### config.mk
export PLATFORM = sky130hd
export DESIGN_NAME = vga_pos_fetch_flat
export DESIGN_NICKNAME = d
export VERILOG_FILES = /design/src/rtl/vga_pos_fetch_if.sv /design/src/rtl/vga_pos_fetch.sv /design/src/flat_wrapper.sv
export SDC_FILE = /design/constraint.sdc
export NUM_CORES = 1
export LEC_CHECK = 0
export ABC_AREA = 0
export BUFFER_PORTS_ARGS = -buffer_cell sky130_fd_sc_hd__buf_4
export CORE_MARGIN = 2
export CORE_UTILIZATION = 45
export DETAILED_ROUTE_END_ITERATION = 7
export GPL_TIMING_DRIVEN = 0
export PLACE_DENSITY_LB_ADDON = 0.2
export SLEW_MARGIN = 25
export SYNTH_ARGS = -nofsm -noshare
export SYNTH_HDL_FRONTEND = slang
export SYNTH_SLANG_ARGS = --single-unit
### constraint.sdc
create_clock -name clk_50MHz -period 4.6 [get_ports clk_50MHz]
set_input_delay 0.46 -clock clk_50MHz [delete_from_list [all_inputs] [get_ports clk_50MHz]]
set_output_delay 0.46 -clock clk_50MHz [all_outputs]
set_load 0.02 [all_outputs]
### src/rtl/vga_pos_fetch_if.sv
// vga_pos_fetch_if: memory read port between the position fetcher and the memory arbiter
interface vga_pos_fetch_if;
   logic        mem_req;
   logic [15:0] mem_addr;
   logic        mem_gnt;
   logic        mem_rvalid;
   logic [15:0] mem_rdata;
   modport master (output mem_req, mem_addr, input mem_gnt, mem_rvalid, mem_rdata);
   modport slave (input mem_req, mem_addr, output mem_gnt, mem_rvalid, mem_rdata);
endinterface

### src/rtl/vga_pos_fetch.sv
// vga_pos_fetch: reads six sprite coordinates per frame on v_sync fall and commits them atomically
module vga_pos_fetch #(
   parameter int unsigned MX      = 6000,
   parameter int unsigned MY      = 6004,
   parameter int unsigned P1X     = 6008,
   parameter int unsigned P1Y     = 6012,
   parameter int unsigned P2X     = 6016,
   parameter int unsigned P2Y     = 6020,
   parameter int unsigned TIMEOUT = 255
) (
   input  logic            clk_50MHz,
   input  logic            clear,
   input  logic            v_sync,
   vga_pos_fetch_if.master mem,
   output logic [15:0]     mx,
   output logic [15:0]     my,
   output logic [15:0]     p1x,
   output logic [15:0]     p1y,
   output logic [15:0]     p2x,
   output logic [15:0]     p2y,
   output logic            frame_done,
   output logic            fetch_err
);
   localparam int CW = $clog2(TIMEOUT + 1);
   localparam logic [CW-1:0] CNT_LAST = CW'(TIMEOUT - 1);

   typedef enum logic [1:0] {IDLE, REQ, WAIT, COMMIT} state_t;

   state_t        state, state_nx;
   logic          vs_q, vs_fall, last;
   logic          capture, commit, timeout;
   logic [2:0]    idx, idx_nx;
   logic [CW-1:0] cnt, cnt_nx;
   logic [15:0]   addr;
   logic [15:0]   shadow [6];

   assign vs_fall = vs_q & ~v_sync;
   assign last    = idx == 3'd5;
   assign addr    = idx == 3'd0 ? 16'(MX)  :
                    idx == 3'd1 ? 16'(MY)  :
                    idx == 3'd2 ? 16'(P1X) :
                    idx == 3'd3 ? 16'(P1Y) :
                    idx == 3'd4 ? 16'(P2X) : 16'(P2Y);

   // state register; a reset always lands in IDLE so a fresh v_sync edge is needed
   always_ff @(posedge clk_50MHz) state <= !clear ? IDLE : state_nx;

   // next state, bus outputs and datapath strobes
   always_comb begin
      state_nx     = state;
      idx_nx       = idx;
      cnt_nx       = cnt;
      mem.mem_req  = 1'b0;
      mem.mem_addr = '0;
      capture      = 1'b0;
      commit       = 1'b0;
      timeout      = 1'b0;
      case (state)
         IDLE: if (vs_fall) begin
            state_nx = REQ;
            idx_nx   = '0;
         end
         REQ: begin
            mem.mem_req  = 1'b1;
            mem.mem_addr = addr;
            if (mem.mem_gnt) begin
               cnt_nx   = '0;
               state_nx = WAIT;
            end
         end
         WAIT: if (mem.mem_rvalid) begin
            capture  = 1'b1;
            state_nx = last ? COMMIT : REQ;
            idx_nx   = last ? idx : idx + 3'd1;
         end else if (cnt == CNT_LAST) begin
            timeout  = 1'b1;
            state_nx = IDLE;
         end else begin
            cnt_nx = cnt + 1'b1;
         end
         COMMIT: begin
            commit   = 1'b1;
            state_nx = IDLE;
         end
         default: state_nx = IDLE;
      endcase
   end

   // edge history, word index, timeout counter, shadow capture and atomic commit
   always_ff @(posedge clk_50MHz) begin
      if (!clear) begin
         vs_q       <= 1'b1;
         idx        <= '0;
         cnt        <= '0;
         shadow     <= '{default: '0};
         mx         <= '0;
         my         <= '0;
         p1x        <= '0;
         p1y        <= '0;
         p2x        <= '0;
         p2y        <= '0;
         frame_done <= 1'b0;
         fetch_err  <= 1'b0;
      end else begin
         vs_q       <= v_sync;
         idx        <= idx_nx;
         cnt        <= cnt_nx;
         if (capture) shadow[idx] <= mem.mem_rdata;
         if (commit) {mx, my, p1x, p1y, p2x, p2y} <= {shadow[0], shadow[1], shadow[2], shadow[3], shadow[4], shadow[5]};
         frame_done <= commit;
         fetch_err  <= fetch_err | timeout;
      end
   end
endmodule

### src/flat_wrapper.sv
// flat-port wrapper written by rule: the top's interface ports become plain ports
module vga_pos_fetch_flat 
#(
   parameter int unsigned MX      = 6000,
   parameter int unsigned MY      = 6004,
   parameter int unsigned P1X     = 6008,
   parameter int unsigned P1Y     = 6012,
   parameter int unsigned P2X     = 6016,
   parameter int unsigned P2Y     = 6020,
   parameter int unsigned TIMEOUT = 255
)
  (clk_50MHz, clear, v_sync, mx, my, p1x, p1y, p2x, p2y, frame_done, fetch_err, mem_mem_req, mem_mem_addr, mem_mem_gnt, mem_mem_rvalid, mem_mem_rdata);
  vga_pos_fetch_if mem_i ();
  input  logic clk_50MHz;
  input  logic clear;
  input  logic v_sync;
  output logic [15:0] mx;
  output logic [15:0] my;
  output logic [15:0] p1x;
  output logic [15:0] p1y;
  output logic [15:0] p2x;
  output logic [15:0] p2y;
  output logic frame_done;
  output logic fetch_err;
  output wire logic [$bits(mem_i.mem_req)-1:0] mem_mem_req;
  output wire logic [$bits(mem_i.mem_addr)-1:0] mem_mem_addr;
  input wire logic [$bits(mem_i.mem_gnt)-1:0] mem_mem_gnt;
  input wire logic [$bits(mem_i.mem_rvalid)-1:0] mem_mem_rvalid;
  input wire logic [$bits(mem_i.mem_rdata)-1:0] mem_mem_rdata;
  assign mem_mem_req = mem_i.mem_req;
  assign mem_mem_addr = mem_i.mem_addr;
  assign mem_i.mem_gnt = mem_mem_gnt;
  assign mem_i.mem_rvalid = mem_mem_rvalid;
  assign mem_i.mem_rdata = mem_mem_rdata;
  vga_pos_fetch #(.MX(MX), .MY(MY), .P1X(P1X), .P1Y(P1Y), .P2X(P2X), .P2Y(P2Y), .TIMEOUT(TIMEOUT)) u_core (.clk_50MHz(clk_50MHz), .clear(clear), .v_sync(v_sync), .mem(mem_i), .mx(mx), .my(my), .p1x(p1x), .p1y(p1y), .p2x(p2x), .p2y(p2y), .frame_done(frame_done), .fetch_err(fetch_err));
endmodule
==> results of run 1 <==
flip-flops by register name, summed over array words and instances, names as in the netlist:
| signal | count |
|---|---|
| u_core.p1x | 16 |
| u_core.p1y | 16 |
| u_core.frame_done | 1 |
| u_core.state | 2 |
| u_core.p2x | 16 |
| u_core.idx | 3 |
| u_core.my | 16 |
| u_core.fetch_err | 1 |
| u_core.mx | 16 |
| u_core.cnt | 8 |
| u_core.vs_q | 1 |
| u_core.shadow | 96 |
| u_core.p2y | 16 |
layout by cell type (no fill, tap or decap), drive strengths merged, types with 7 or more instances in the layout:
master	synthesis	routed
a21oi	7	7
nor2b	82	82
a21boi	116	116
ha	7	7
mux2i	80	80
clkbuf	40	72
buf	31	159
nand2	229	229
dfxtp	208	208
o21ai	9	9
inv	8	8
routing by layer:
| layer | global-route usage, % | up-vias |
|---|---|---|
| li1 | - | 3192 |
| met1 | 26.7 | 2909 |
| met2 | 34.5 | 131 |
| met3 | 3.04 | 25 |
| met4 | 5.16 | 0 |
| met5 | 0 | - |
how the worst max path moves through the flow:
stage	depth (start not counted)	start	endpoint	slack (ns)
5_1_grt	8	u_core.idx[1]	mem_mem_addr[6]	1.59
2_1_floorplan	5	u_core.idx[1]	mem_mem_addr[7]	2.37
3_3_place_gp	8	u_core.idx[1]	mem_mem_addr[5]	2.26
6_report	8	u_core.idx[1]	mem_mem_addr[6]	1.74
3_5_place_dp	8	u_core.idx[1]	mem_mem_addr[6]	2.25
4_1_cts	8	u_core.idx[1]	mem_mem_addr[6]	1.72
cell families after synthesis:
logic type / Yosys count
other: 1
adder cells (fa/ha/maj): 7
AND/OR/NAND/NOR: 348
multiplexers: 81
buffers and inverters: 79
flip-flops: 208
AO/OA/AOI/OAI: 152
worst max-delay path, stage by stage (launching register included):
cell     delay [ns]
dfxtp_1        0.57
inv_2          0.14
ha_1           0.25
or2_2          0.32
o21a_1         0.18
nor2_1         0.08
nor2_1         0.07
buf_4          0.14
buf_4          0.14
area by class of cell:
class	instances	area (µm²)	share of cell area [%]
well taps	229	287	2.82
clock inverters	6	55.1	0.542
repair buffers	128	961	9.45
flip-flops and latches	208	4160	41.0
plain buffers	71	350	3.45
clock buffers	32	629	6.19
inverters	8	30.0	0.295
multi-input cells	594	3690	36.3
power by group:
group | internal (mW) | switching [mW] | total (mW)
Clock | 1.00 | 0.693 | 1.69
Combinational | 0.0677 | 0.100 | 0.168
Sequential | 1.81 | 0.00317 | 1.81
Total | 2.88 | 0.796 | 3.67
==> flow_summary.ini, run 1 <==
[min_path]
hp-class = input pin to register
worstHoldEndpoint = u_core.vs_q
min_from = v_sync
min_delay_path_depth = 2

[drt]
firstDrtPassIters = 4
drt_iter0_drc = 289
via_per_inst = 4.90
totalWireLength_um = 20100
wl_met2_um = 9650
wirelength_met1_um = 8890
drt-wirelength-per-cell_um = 15.7
drc_errors = 0
wl_met3_um = 1240
num_vias = 6257
ant_nets = 0
top_layer = met4

[yosys]
synth_xor_area_share_pct = 0
yosys.area.top_type = dfxtp_1
synth_most_common_cell = nand2_1
synth.ff_latch_count = 208
synth_top_family_by_area = simple AND/OR/NAND/NOR gates
synthArstFlopShare_pct = 0
yosys.area.top_type_share_pct = 50.7
synthAdderAreaFrac_pct = 1.07
ys_top_cells_by_area = dfxtp_1, nand2_1, a21boi_0
synth_edf_count = 0
yosys.area_share.simple_pct = 20.2
ys_seq_area_share_pct = 50.7
syn_area_per_cell_um2 = 9.38
synth.distinct_cells = 50
muxShareOfSynthArea_pct = 9.88
synth_common_cells = nand2_1, dfxtp_1, a21boi_0
synth-compound-area-share_pct = 13.5
synth_area_um2 = 8220
synth_ff_type = dfxtp_1
synth_cells = 876
yosys_warnings = 0

[finish]
layout.nets = 1061
fillCellCount = 1683
drive_gt1_share_pct = 18.2
antenna_cells = 0
final_util_pct = 56.6
syn2layout_area_growth_pct = 23.7
stdcell_area_um2 = 10200
final_cells = 1276

[global_routing]
grt_util_all_layers_pct = 20.1
antenna_found_initial = 0
grt_max_degree = 14
grt_pass1_vias = 5860
grt_pass1_wl_um = 31100
grt-ovfl-total = 0

[clock_network]
cts_buffer_depth = 3
htree_levels = 1
cts_made_buffers = 22
cts_root_buffer = clkbuf_16
cts_tree = yes
insertion_delay_ns = 0.50
cts.sinks = 208
cts_resized = 0
cts_setup_buffers = 0
hold_buffers = 0
path_clk_slew_ns = 0.06

[place]
place_area_um2 = 9480
gp_congestion = 0.816
place_ws_ns = 2.25
numPortBuffers = 128
place_hpwl_um = 14100
place_inst = 1238

[power]
p_total_mw = 3.67
leakage_nw = 3.92
ir_drop_uv = 239
p_per_area_nw_per_um2 = 361

[critical_path]
cp-end-kind = primary output
worstRegToRegCells = 7
worstSetupStartpointType = register
cp.required_ns = 4.14
cp_max_fo = 8
r2r_slack_ns = 2.50
path_class = register to primary output
worst_ep_arrival_time_ns = 2.40
r2r_end = u_core.p2x[3]
r2r_start = u_core.state[1]

[sta]
hold_viol_final = 0
finalSetupViolations = 0
final_max_slew_viol_count = 0
max_freq_mhz = 349
whs_ns = 0.167
rsz0062_at_grt = false
post-route-period-util_pct = 62.2
finalSetupTns_ns = 0
period_needed_ns = 2.86
skew_ns = 0.0115
worst_slack_ns = 1.74
tightest_slew_ns = 0.725
slew_headroom_pct = 51.7

[die]
num_rows = 49
start_util_pct = 45.7
die_height_um = 139
core_area_um2 = 18000
die_w_um = 139
io_pins = 136
die_area_um2 = 19400

[flow_run]
drv_cap = 0

[run_status]
status = complete, no violations
(Power assumes the default switching activity.)
==> run 2, diff against run 1 <==
clock period = 3 ns   (was 4.6 ns; I/O delays follow)
==> flow_summary.ini, run 2 (synthesis results as in run 1) <==
[finish]
syn2layout_area_growth_pct = 23.9
antenna_cells = 0
layout.nets = 1062
drive_gt1_share_pct = 18.2
largest_reg_flops = 96
final_util_pct = 56.6
final_common_cell = nand2_1
regMostFlops = u_core.shadow
final_cell_mix = nand2_1, dfxtp_1, buf_4

[sta]
tightest_slew_ns = 0.723
post-route-period-util_pct = 90.1
hold_viol_final = 0
finalSetupViolations = 0
slew_headroom_pct = 51.8
worst_slack_ns = 0.296
max_freq_mhz = 370
final_max_slew_viol_count = 0
skew_ns = 0.0133
period_needed_ns = 2.70
finalSetupTns_ns = 0
rsz0062_at_grt = false

[die]
die_w_um = 139
die_area_um2 = 19400
start_util_pct = 45.7
num_rows = 49
core_area_um2 = 18000
io_pins = 136
die_height_um = 139

[critical_path]
r2r_slack_ns = 0.90
worstRegToRegCells = 7
worst_ep_arrival_time_ns = 2.40
worstSetupStartpointType = register
path_class = register to primary output
cp_slowest_cell = dfxtp_1
r2r_end = u_core.p1y[8]
r2r_start = u_core.state[1]
cp_cell_sequence = inv_2 > ha_1 > or2_2 > o21a_1 > nor2_1 > nor2_1 > buf_4 > buf_4
cp.required_ns = 2.70
cp-end-kind = primary output
cp_max_fo = 8
slowest_delay_ns = 0.57

[clock_network]
hold_buffers = 1
cts_tree = yes
cts_buffer_depth = 3
cts.sinks = 208
cts_made_buffers = 22
cts_root_buffer = clkbuf_16
cts_resized = 0
htree_levels = 1
path_clk_slew_ns = 0.06
cts_setup_buffers = 0
insertion_delay_ns = 0.50

[global_routing]
grt_max_degree = 14
use_met2_pct = 34.5
grt_pass1_vias = 5861
grt_pass1_wl_um = 31100
antenna_found_initial = 0
grt_use_met1_pct = 26.7
grt-ovfl-total = 0
grt-busiest-layer = met2
grt_util_all_layers_pct = 20.1
use_met3_pct = 3.04

[drt]
totalWireLength_um = 20100
via_per_inst = 4.89
drc_errors = 0
num_vias = 6250
drt-wirelength-per-cell_um = 15.7
drt_iter0_drc = 323
firstDrtPassIters = 4
ant_nets = 0

[place]
gp_congestion = 0.816
place_hpwl_um = 14100
place_ws_ns = 0.809
numPortBuffers = 128

[min_path]
worstHoldEndpoint = u_core.shadow[80]
min_delay_path_depth = 3
min_from = mem_mem_rdata[0]
hp-class = input pin to register

[power]
ir_drop_uv = 369
p_per_area_nw_per_um2 = 554
leakage_nw = 3.92
p_total_mw = 5.64

[flow_run]
drv_cap = 0

[run_status]
status = complete, no violations
## run 2: cell count changes in the layout (fill, tap and decap cells not counted), sizes merged
cell	before	now
dlygate4sd3	0	1
## run 2: worst max-delay path by stage
| stage | start | to | depth (start not counted) |
|---|---|---|---|
| after floorplan | u_core.idx[1] | mem_mem_addr[7] | 5 |
| after global placement | u_core.idx[1] | mem_mem_addr[5] | 8 |
| after detailed placement | u_core.idx[1] | mem_mem_addr[6] | 8 |
| after CTS | u_core.idx[1] | mem_mem_addr[6] | 8 |
| after global routing | u_core.idx[1] | mem_mem_addr[6] | 8 |
| final | u_core.idx[1] | mem_mem_addr[6] | 8 |
## run 2: power by group
part	total [mW]	internal (mW)	leakage, nW	switching, mW
Sequential	2.77	2.77	1.68	0.00488
Combinational	0.258	0.105	1.91	0.153
Clock	2.60	1.54	0.340	1.07
Total	5.64	4.41	3.92	1.23
## run 2: layout make-up
| class | count | area [µm²] |
|---|---|---|
| Buffer | 71 | 350 |
| Fill cell | 1682 | 7790 |
| Inverter | 8 | 30.0 |
| Multi-Input combinational cell | 594 | 3690 |
| Timing Repair Buffer | 129 | 971 |
| Tap cell | 229 | 287 |
| Sequential cell | 208 | 4160 |
| Clock inverter | 6 | 55.1 |
| Clock buffer | 32 | 629 |
## run 2: metrics by stage
step	area, µm²	hold WS (ns)	std cells
6_report	10200	0.114	1277
5_1_grt	10200	0.108	1277
4_1_cts	10200	0.109	1277
3_5_place_dp	9480	0.443	1238
3_3_place_gp	9480	0.444	1238
2_1_floorplan	8230	0.401	881
## run 2: per-layer routing
metal | routed length [µm] | share of wire (%)
met5 | 0 | 0
met4 | 295 | 1.5
met2 | 9670 | 48
met3 | 1280 | 6.3
met1 | 8860 | 44
## run 2: critical path: cells and delay by family (launching register included)
family	cells	cell delay, ns
AOI/OAI and AO/OA	1	0.18
adders and majority gates	1	0.25
buffers and inverters	3	0.42
DFF	1	0.57
and+or+nand+nor	3	0.47
